**src/rtl/cella_pkg.sv**
```systemverilog
// cella_pkg: shared types, sizes and helpers for the CELLA storage bank.
// Build option: CELLA_MAC_ACC_EN selects the saturating MAC accumulator.
package cella_pkg;

  localparam int ROWS    = 4;
  localparam int WORD_W  = 8;
  localparam int QUERY_W = 4;
  localparam int ACC_W   = 6;
  localparam int ADDR_W  = $clog2(ROWS);
  localparam int PC_W    = $clog2(QUERY_W + 1);

  typedef enum logic [1:0] {
    IDLE,
    MAC,
    CAM,
    SWITCH
  } bank_state_e;

  typedef logic [ROWS-1:0][WORD_W-1:0]  row_arr_t;
  typedef logic [ROWS-1:0][QUERY_W-1:0] key_arr_t;

  function automatic logic [PC_W-1:0] popcount(
    input logic [QUERY_W-1:0] v
  );
    logic [PC_W-1:0] n;
    n = '0;
    for (int i = 0; i < QUERY_W; i++) begin
      n = n + PC_W'(v[i]);
    end
    return n;
  endfunction

endpackage

```
**src/rtl/cella_cam_cmp.sv**
```systemverilog
// cella_cam_cmp: per-row key equality compare, one hit bit per row.
// Purely combinational; the bank registers the hit vector.
module cella_cam_cmp
  import cella_pkg::*;
(
  input  key_arr_t           keys,
  input  logic [QUERY_W-1:0] query,
  output logic [ROWS-1:0]    hit
);

  always_comb begin
    hit = '0;
    for (int i = 0; i < ROWS; i++) begin
      hit[i] = (keys[i] == query);
    end
  end

endmodule

```
**src/rtl/cella_bank.sv**
```systemverilog
// cella_bank: 4x8 CELLA bank with MAC read/write, CAM search and MAC result.
// Build option: CELLA_MAC_ACC_EN selects the saturating MAC accumulator.
module cella_bank
  import cella_pkg::*;
(
  input  logic               clk,
  input  logic               rst_n,
  input  logic               CS,
  input  logic               MAC_en,
  input  logic               w_en,
  input  logic               read_bar,
  input  logic [ADDR_W-1:0]  addr,
  input  logic [WORD_W-1:0]  word,
  input  logic [QUERY_W-1:0] query,
  output logic [WORD_W-1:0]  dout,
  output logic               dout_valid,
  output logic [ROWS-1:0]    match,
  output logic               match_valid,
  output logic [ACC_W-1:0]   mac_out,
  output logic               busy
);

  bank_state_e state_q;
  bank_state_e state_d;

  row_arr_t rows_q;
  key_arr_t keys;

  logic [WORD_W-1:0] row_sel;
  logic [PC_W-1:0]   pcnt;
  logic [ROWS-1:0]   hit;
  logic [ACC_W-1:0]  mac_q;
  logic [ACC_W-1:0]  mac_d;

  logic mac_op;
  logic rd_op;
  logic wr_op;
  logic cam_op;
  logic mac_clr;

  always_ff @(posedge clk or negedge rst_n) begin
    if (!rst_n) begin
      state_q <= IDLE;
    end else begin
      state_q <= state_d;
    end
  end

  always_comb begin
    state_d = state_q;
    if (!CS) begin
      state_d = IDLE;
    end else begin
      unique case (state_q)
        IDLE:    state_d = MAC_en ? MAC : CAM;
        MAC:     state_d = MAC_en ? MAC : SWITCH;
        CAM:     state_d = MAC_en ? SWITCH : CAM;
        SWITCH:  state_d = MAC_en ? MAC : CAM;
        default: state_d = IDLE;
      endcase
    end
  end

  always_comb begin
    busy = (state_q == SWITCH);
  end

  // A mode toggle sampled in MAC/CAM is a switch request, not an operation.
  always_comb begin
    mac_op  = CS && MAC_en && (state_q == MAC);
    rd_op   = mac_op && !w_en;
    wr_op   = mac_op && w_en;
    cam_op  = CS && !MAC_en && (state_q == CAM);
    mac_clr = !CS || ((state_d == CAM) && (state_q != CAM));
  end

  always_comb begin
    keys = '0;
    for (int i = 0; i < ROWS; i++) begin
      keys[i] = rows_q[i][QUERY_W-1:0];
    end
  end

  always_comb begin
    row_sel = rows_q[addr];
    pcnt    = popcount(query & row_sel[QUERY_W-1:0]);
  end

  cella_cam_cmp u_cam_cmp (
    .keys  (keys),
    .query (query),
    .hit   (hit)
  );

`ifdef CELLA_MAC_ACC_EN
  logic [ACC_W:0] acc_sum;

  always_comb begin
    acc_sum = {1'b0, mac_q} + (ACC_W + 1)'(pcnt);
    mac_d   = acc_sum[ACC_W] ? '1 : acc_sum[ACC_W-1:0];
  end
`else
  always_comb begin
    mac_d = ACC_W'(pcnt);
  end
`endif

  always_ff @(posedge clk or negedge rst_n) begin
    if (!rst_n) begin
      rows_q <= '0;
    end else if (wr_op) begin
      rows_q[addr] <= word;
    end
  end

  always_ff @(posedge clk or negedge rst_n) begin
    if (!rst_n) begin
      dout       <= '0;
      dout_valid <= 1'b0;
    end else begin
      dout_valid <= rd_op;
      if (rd_op) begin
        dout <= read_bar ? ~row_sel : row_sel;
      end
    end
  end

  always_ff @(posedge clk or negedge rst_n) begin
    if (!rst_n) begin
      match       <= '0;
      match_valid <= 1'b0;
    end else begin
      match_valid <= cam_op;
      if (cam_op) begin
        match <= hit;
      end
    end
  end

  always_ff @(posedge clk or negedge rst_n) begin
    if (!rst_n) begin
      mac_q <= '0;
    end else if (mac_clr) begin
      mac_q <= '0;
    end else if (rd_op) begin
      mac_q <= mac_d;
    end
  end

  assign mac_out = mac_q;

endmodule

```
**config.mk**
```make
export PLATFORM = sky130hd
export DESIGN_NAME = cella_bank
export DESIGN_NICKNAME = d
export VERILOG_FILES = /design/src/rtl/cella_pkg.sv /design/src/rtl/cella_cam_cmp.sv /design/src/rtl/cella_bank.sv
export SDC_FILE = /design/constraint.sdc
export NUM_CORES = 1
export LEC_CHECK = 0
export ABC_AREA = 1
export BUFFER_PORTS_ARGS = -buffer_cell sky130_fd_sc_hd__buf_4
export CAP_MARGIN = 0
export CORE_MARGIN = 1.5
export CORE_UTILIZATION = 39
export CTS_CLUSTER_DIAMETER = 50
export DETAILED_ROUTE_END_ITERATION = 16
export HOLD_SLACK_MARGIN = 0.08
export SETUP_SLACK_MARGIN = 0.4
export SLEW_MARGIN = 20
export SYNTH_ARGS = -nofsm -noshare
export SYNTH_HDL_FRONTEND = slang
export SYNTH_SLANG_ARGS = --single-unit
```
**constraint.sdc**
```tcl
create_clock -name clk -period 4.2 [get_ports clk]
set_input_delay 0.42 -clock clk [delete_from_list [all_inputs] [get_ports clk]]
set_output_delay 0.42 -clock clk [all_outputs]
set_load 0.01 [all_outputs]
```
* After elaboration in Yosys (flattened, before gate mapping)
Cells that the tools add are included.
** Word-level totals
- Register bits after elaboration :: 54
- Input port bits :: 20
- Output and inout bits :: 21
- Word-level logic and storage cells :: 54
** Cells by class
- Add/subtract/negate cells :: 3
- Magnitude comparators :: 2
- Eq/ne operators :: 9
- Mux-type cells :: 13
- Bitwise logic cells :: 2
- Reduce and logical (&&, ||, !) cells :: 15
** Operators with widths (number)
- bitwise mux 32 bit :: 1
- two-way mux 8 bit :: 3
- binary-select mux 8 bit (select 2 bit) :: 1
- demux 8 bit (select 2 bit) :: 1
- equality test 4 bit :: 4
- two-way mux 6 bit :: 2
- logical AND 1 bit :: 8
- NOT 8 bit :: 1
- equality test 2 bit (second input constant) :: 3
- two-way mux 2 bit :: 3
- case mux 2 bit (3 select lines) :: 1
- AND 4 bit :: 1
- adder 2 x 1 -> 3 bit :: 1
- adder 3 x 1 -> 3 bit :: 1
- zero test 1 bit :: 3
- less-than comparator 2 x 3 -> 1 bit (second input constant) :: 1
- adder 1 x 1 -> 2 bit :: 1
- equality test 2 x 1 -> 1 bit (second input constant) :: 1
- greater-or-equal comparator 2 x 1 -> 1 bit (second input constant) :: 1
- zero test 2 bit :: 1
- != test 2 bit (second input constant) :: 1
- nonzero test 2 bit :: 1
- OR reduction 2 bit :: 1
- logical OR 1 bit :: 1
- two-way mux 1 bit :: 1

* Depth between registers and ports, before layout
Gate-level depths: netlist of run 1.
- Depth after elaboration :: 8
- Gate-level depth with buffers :: 14
- Gate-level depth less buffers :: 12

* Modules after synthesis
A second synthesis of run 1 with hierarchy kept.
** Unflattened totals
- Cells, all modules :: 362
- Area total of the unflattened synthesis :: 2835.2 µm²
** Modules (own cells, without submodules)
- cella_bank :: times used 1, cells each 306, area an instance 2582.5 µm², sequential area each 1276.2 µm²
- cella_cam_cmp :: times used 1, cells each 56, area an instance 252.7 µm², sequential area each 0.0 µm²

* Worst setup path before layout of run 1
OpenSTA, ideal clock, no wires.
- Kind :: input-to-reg
- Start :: input port addr[0]
- End :: register mac_q[1], in the netlist mac_out[1]
- Setup time :: 117 ps
- Data arrival time :: 2176 ps
- Required time :: 4083 ps
- Path slack :: 1906 ps
- Stages on the path :: 14
- Path buffers :: 2
- Cell sequence :: buf_4 > inv_4 > buf_4 > nand2_1 > nand2_1 > nand2_1 > nand2_1 > nand2_1 > fa_1 > inv_1 > ha_1 > ha_1 > nand2_1 > nand2_1
** On the way
- Word-level cells in the longest chain between the ends :: 8
** RTL lines
- start: declaration :: RTL line cella_bank.sv:12 : input logic [ADDR_W-1:0] addr,
- binary-select mux 8 bit (select 2 bit) * :: RTL line cella_bank.sv:85 : row_sel = rows_q[addr];
- two-way mux 8 bit (implied by the code) * :: RTL line cella_bank.sv:85
- AND 4 bit * :: RTL line cella_bank.sv:86 : pcnt = popcount(query & row_sel[QUERY_W-1:0]);
- adder 1 x 1 -> 2 bit :: RTL line cella_pkg.sv:28 : n = n + PC_W'(v[i]);
- adder 2 x 1 -> 3 bit :: RTL line cella_pkg.sv:28
- adder 3 x 1 -> 3 bit * :: RTL line cella_pkg.sv:28
- two-way mux 6 bit * :: RTL line cella_bank.sv:145 : end else if (rd_op) begin
- two-way mux 6 bit * :: RTL line cella_bank.sv:143 : end else if (mac_clr) begin
- end signal: assignment :: RTL line cella_bank.sv:146 : mac_q <= mac_d;
- end: declaration :: RTL line cella_bank.sv:32 : logic [ACC_W-1:0] mac_q;
Every way passes the cells marked *; elsewhere a longest branch is shown, timed or not. The select of a mux whose other input is x is not followed.
A chain may end at the register's enable or synchronous reset.

* Worst setup path in the final report of run 1
Same ends and word-level chain as after synthesis.

==> metrics.cfg, run 1 <==
[outcome]
status = finished, final reports clean

[floorplan]
initial_utilization_pct = 39.9
die_h_um = 85.9
core-area_um2 = 6720
num_rows = 30
die_area_um2 = 7380
die_w_um = 85.9
ios = 41

[routing]
drtIter0Drc = 129
dr.pass1.iters = 4
wl_per_cell_um = 12.4
finalWirelength_mm = 5.44
viasPerCell = 4.74
drc_errors = 0
antenna_left = 0
num_vias = 2081

[cells_and_area]
final_common_cell = nand2_1
fin_cells = 439
area_growth_pct = 14.8
layout_common_cells = nand2_1 (145), dfrtp_1 (51), buf_4 (37), o21ai_1 (32)
n_antenna_cell = 0
finalInstanceArea_um2 = 3080
drive_gt1_share_pct = 15.0
fin_nets = 384
final_util_pct = 45.8

[clock_tree]
cts_tree = built
clk_latency_ns = 0.31
cts_root_buffer = clkbuf_8
cts_resized = 0
h-tree-depth = 2
hold_buffers = 0
cts_setup_buffers = 0
clk_pin_slew_worst_paths_ns = 0.10
cts.path.max_buffers = 2
cts.sinks = 51
cts-buffers-inserted = 5

[sta]
max_freq_ghz = 0.474
final_max_slew_viol_count = 0
layout_setup_ws_ns = 2.09
rsz0062_at_grt = false
fin_crit_sh_pct = 50.2
fin_crit_ns = 2.11
finalSetupTns_ns = 0
finalSetupViolations = 0
holdWs_ns = 0.134
slew_headroom_pct = 58.0
fin_skew_ns = 0.0104
tightest_slew_ns = 0.630
hold_violations = 0

[pwr]
seq_power_share_pct = 50.1
peakVddDrop_v = 0.000115
switchingPower_mw = 0.344
clkPwrFrac_pct = 29.8
power.total_mw = 1.21
comb_power_share_pct = 20.0
power.density_nw_per_um2 = 392
leakage_nw = 1.64
switching_share_pct = 28.5
p_int_mw = 0.863

[global_routing]
grt_start_max_net_pins = 52
grt_pass1_wl_mm = 9.69
groute.usage.overall_pct = 16.6
grt_pass1_vias = 1985
grt_overflow = 0
antenna_found_initial = 0

[place]
dp.cells = 431
dpl-instance-area_um2 = 2950
port-buffer-count = 37
post-place-ws_ns = 1.76
gp_congestion = 0.922
dp_hpwl_mm = 4.06

[worst_setup_path]
crit_fanout = 19
required_ns = 4.40
cp-start-kind = input pin
endpoint_kind = register
critical_path_class = input pin to register
arrival_ns = 2.31

[logic_synthesis]
synthCells = 330
yosys_register_bits = 51
synth_cell_types = 28
synth_compound_area_share_pct = 7.05
avgSynthCellArea_um2 = 8.12
muxShareOfSynthArea_pct = 0
seq_area_frac_synth_pct = 47.6
synth_top_family_by_area = simple AND/OR/NAND/NOR gates
synth_xor_area_share_pct = 5.23
yosys.area_share.simple_pct = 29.5
ys.warnings.count = 0
syn_area_um2 = 2680
synth-adder-area-share_pct = 3.08

[hold_path]
hold_class = input pin to asynchronous set/reset pin

[flow_run]
maxCapViolCount = 0

critical path: stages:
cell and delay (ns):
buf_4 0.19, inv_4 0.19, nand2_1 0.08, nand2_1 0.06
nand2_1 0.06, nand2_1 0.09, nand2_1 0.07, fa_1 0.53
inv_1 0.04, ha_1 0.19, ha_1 0.26, nand2_1 0.06
nand2_1 0.05
registers in the layout (all words and copies together) (netlist names):
signal       count
match            4
mac_out          3
rows_q          16
dout             8
state_q          2
dout_valid       1
keys            16
match_valid      1
synth_stat cells:
cell type / count / area share, %
xor2_1: 8 / 2.6
o21ai_0: 1 / 0.19
nand2_1: 145 / 20
a21oi_1: 2 / 0.37
nor2_2: 1 / 0.23
buf_2: 5 / 0.93
fa_1: 1 / 0.75
buf_6: 2 / 0.84
clkinv_1: 1 / 0.14
a21boi_0: 1 / 0.28
nand4_1: 4 / 0.93
inv_4: 1 / 0.23
buf_1: 1 / 0.14
a31oi_1: 1 / 0.23
clkbuf_1: 4 / 0.56
clkinv_2: 1 / 0.19
nor3_2: 1 / 0.37
nand3_2: 1 / 0.37
nor2_1: 4 / 0.56
inv_1: 19 / 2.7
o21ai_1: 32 / 6.0
nand4_4: 4 / 3.2
dfrtp_1: 51 / 48
buf_4: 6 / 1.7
ha_1: 5 / 2.3
conb_1: 1 / 0.14
xnor2_1: 8 / 2.6
nand3_1: 19 / 3.5
metal layers:
metal / routed length (µm) / track usage [%] / vias to the layer above
met2: 2420 / 25.5 / 41
met5: 0 / 0 / -
li1: - / - / 1087
met4: 74 / 4.99 / 0
met3: 186 / 3.27 / 7
met1: 2760 / 23.8 / 946
area by class of cell:
class / instances / area, µm²
inverters: 22 / 86.3
clock inverters: 2 / 38.8
flip-flops and latches: 51 / 1280
fillers: 698 / 3640
well taps: 80 / 100
clock buffers: 6 / 82.6
multi-input cells: 241 / 1210
repair buffers: 37 / 278
power groups by stage:
stage	logic [mW]	registers (mW)	clock network [mW]
2_1_floorplan	0.143	0.615	0
3_3_place_gp	0.240	0.615	0
3_5_place_dp	0.245	0.615	0
4_1_cts	0.246	0.605	0.373
5_1_grt	0.278	0.615	0.390
6_report	0.242	0.605	0.360
worst paths after layout:
check                                      from                     end  slack, ns  cells past startpoint
min                                       rst_n  rows_q[28]$_DFFE_PN0P_       0.13                      1
max                                     addr[0]  mac_out[1]$_DFFE_PN0P_       2.09                     13
max in group asynchronous                 rst_n  rows_q[22]$_DFFE_PN0P_       3.65                      1
max reg2reg                keys[12]$_DFFE_PN0P_  mac_out[1]$_DFFE_PN0P_       2.16                     11
min in group clk                         MAC_en    state_q[1]$_DFF_PN0_       0.34                      2
min reg2reg                 dout[1]$_DFFE_PN0P_     dout[1]$_DFFE_PN0P_       0.48                      2
kinds of logic after synthesis:
kind of cell               count (synthesis)
other                                      1
AOI/OAI and AO/OA                         37
buffers and inverters                     40
and+or+nand+nor                          179
DFF                                       51
adders and majority gates                  6
xor gates and xnor gates                  16
Note: power is estimated with default switching activity, not from simulation.
==> run 2, diff against run 1 <==
==> constraint.sdc (replaced) <==
create_clock -name clk -period 2 [get_ports clk]
set_input_delay 0.2 -clock clk [delete_from_list [all_inputs] [get_ports clk]]
set_output_delay 0.2 -clock clk [all_outputs]
set_load 0.01 [all_outputs]
==> run 2 against run 1 <==
- hold slack worse by 0.011 ns
- critical path depth down 2
- utilization is 4.2 points higher
- sequential power up 110%
- die area unchanged
- combinational power rose to 2.5 times the previous value
- flip-flop and latch count did not move
- first-iteration DRC count fell by 25%
- global-route usage increased by 0.95 points
- clock-buffer cell count unchanged
- highest routed layer unchanged
==> metrics.cfg, run 2 (synthesized netlist as in run 1, its figures left out) <==
[cells_and_area]
final_common_cell = nand2_1
n_antenna_cell = 0
area_growth_pct = 25.4
fin_cells = 462
drive_gt1_share_pct = 22.5
fin_nets = 407
num-fill-cells = 663
layout_common_cells = nand2_1 (138), buf_4 (55), dfrtp_1 (51), o21ai_1 (32), nand3_1 (19)

[global_routing]
grt_use_met2_pct = 28.6
met3_usage_pct = 3.37
grt_pass1_wl_mm = 10.1
grt.busiest_layer = met2
met1_usage_pct = 23.4
antenna_found_initial = 0
grt_start_max_net_pins = 52
groute.usage.overall_pct = 17.5
grt_pass1_vias = 2073
grt_overflow = 0

[place]
port-buffer-count = 37
dp_hpwl_mm = 4.41
gp_congestion = 0.852
dp.cells = 446

[worst_setup_path]
required_ns = 2.24
critical_path_class = register to register
crit_fanout = 2
cpMostUsedCell = nand2_1
slowest_delay_ns = 0.55
cp_num_buf_inv = 1
crit_slowest_cell = fa_1
endpoint_kind = register
critPathLaunch = keys[7]$_DFFE_PN0P_
path_delay_family = adder cells
cp-start-kind = register
arrival_ns = 2.11
cp_cell_sequence = nand2_1 -> nand2_1 -> nand2_1 -> nand2_2 -> nand2_2 -> fa_1 -> inv_2 -> ha_4 -> ha_4 -> nand2_1 -> nand2_1
r2r-start = keys[7]$_DFFE_PN0P_

[routing]
drc_errors = 0
dr.pass1.iters = 4
num_vias = 2237
drtIter0Drc = 97
wl_per_cell_um = 14.1
viasPerCell = 4.84
antenna_left = 0
finalWirelength_mm = 6.50

[clock_tree]
cts_tree = built
clk_latency_ns = 0.31
cts.sinks = 51
clk_pin_slew_worst_paths_ns = 0.10
cts_root_buffer = clkbuf_8
h-tree-depth = 2
cts-buffers-inserted = 5
cts.path.max_buffers = 2

[hold_path]
worstHoldStart = MAC_en
hold_class = input pin to register

[outcome]
status = finished, final reports clean

[pwr]
clkPwrFrac_pct = 28.4
switchingPower_mw = 0.751
power.density_nw_per_um2 = 776
p_int_mw = 1.86
seq_power_share_pct = 48.0
peakVddDrop_v = 0.000293
switching_share_pct = 28.8
comb_power_share_pct = 23.7
leakage_nw = 1.75

[floorplan]
num_rows = 30
initial_utilization_pct = 39.9
core-area_um2 = 6720
die_w_um = 85.9
die_area_um2 = 7380
ios = 41
die_h_um = 85.9

[sta]
fin_crit_sh_pct = 93.3
max_freq_ghz = 0.536
fin_crit_ns = 1.87
fin_skew_ns = 0.0121
finalSetupViolations = 0
hold_violations = 0
rsz0062_at_grt = true
finalSetupTns_ns = 0
final_max_slew_viol_count = 0
tightest_slew_ns = 0.633
slew_headroom_pct = 57.8

[flow_run]
maxCapViolCount = 0

run 2: changes by cell type in the layout (fill, tap and decap cells not counted), moves of 2 or more:
cell / delta
nand2_1: -7
buf_4: +18
ha_4: +2
nand2_2: +7
ha_1: -2
nand4_4: +4
run 2: worst paths after layout:
path | to | slack (ns) | cells past startpoint
worst min register to register | dout[2]$_DFFE_PN0P_ | 0.49 | 2
max in group asynchronous | rows_q[12]$_DFFE_PN0P_ | 1.12 | 2
worst max register to register | mac_out[1]$_DFFE_PN0P_ | 0.13 | 11
worst max-delay path | mac_out[1]$_DFFE_PN0P_ | 0.13 | 11
min in group asynchronous | state_q[0]$_DFF_PN0_ | 0.45 | 2
worst min-delay path | state_q[1]$_DFF_PN0_ | 0.12 | 2
run 2: power groups by stage:
stage	registers (mW)	logic [mW]	clock network, mW
after CTS	1.25	0.598	0.758
final	1.25	0.617	0.741
after floorplan	1.29	0.311	0
after detailed placement	1.27	0.583	0
after global placement	1.27	0.574	0
after global routing	1.27	0.696	0.809
run 2: final cells by class:
| type | instances | area [µm²] | area share, % |
|---|---|---|---|
| Tap cell | 80 | 100 | 2.98 |
| Clock buffer | 6 | 82.6 | 2.46 |
| Clock inverter | 2 | 35.0 | 1.04 |
| Sequential cell | 51 | 1280 | 38.0 |
| Multi-Input combinational cell | 245 | 1350 | 40.1 |
| Timing Repair Buffer | 56 | 423 | 12.6 |
| Inverter | 22 | 95.1 | 2.83 |
run 2: stage by stage:
step / utilization [%] / cell area, µm² / setup WS, ns / hold slack, ns / total power, mW
after floorplan: - / 2730 / 0.0765 / -0.0956 / 1.60
after detailed placement: 45.9 / 3090 / 0.0330 / 0.270 / 1.86
final: 50.0 / 3360 / 0.134 / 0.122 / 2.61
after global placement: 45.9 / 3090 / 0.0612 / 0.266 / 1.85
after CTS: 48.2 / 3240 / 0.123 / 0.105 / 2.61
after global routing: 50.0 / 3360 / 0.0594 / 0.114 / 2.77
run 2: what timing repair did:
item / CTS / global route
hold buffers: 1 / 0
cloned: 0 / 4
setup endpoints to repair: 3 / 37
gates resized for setup: 2 / 14
setup buffers: 2 / 1
hold endpoints to repair: 51 / 0
pin swaps: 7 / 4
run 2: worst reg2reg max path: stages, from the launching register on:
cell and delay (ns):
dfrtp_1 0.35, nand2_1 0.06, nand2_1 0.08, nand2_1 0.08, nand2_2 0.08, nand2_2 0.06, fa_1 0.55, inv_2 0.05
ha_4 0.16, ha_4 0.25, nand2_1 0.04, nand2_1 0.05
run 2: routing by layer:
layer / part of all wire [%] / wire length (µm) / up-vias
met5: 0 / 0 / -
met4: 1.2 / 78 / 0
met3: 3.6 / 231 / 6
met2: 48 / 3140 / 47
met1: 47 / 3040 / 1031
li1: - / - / 1153
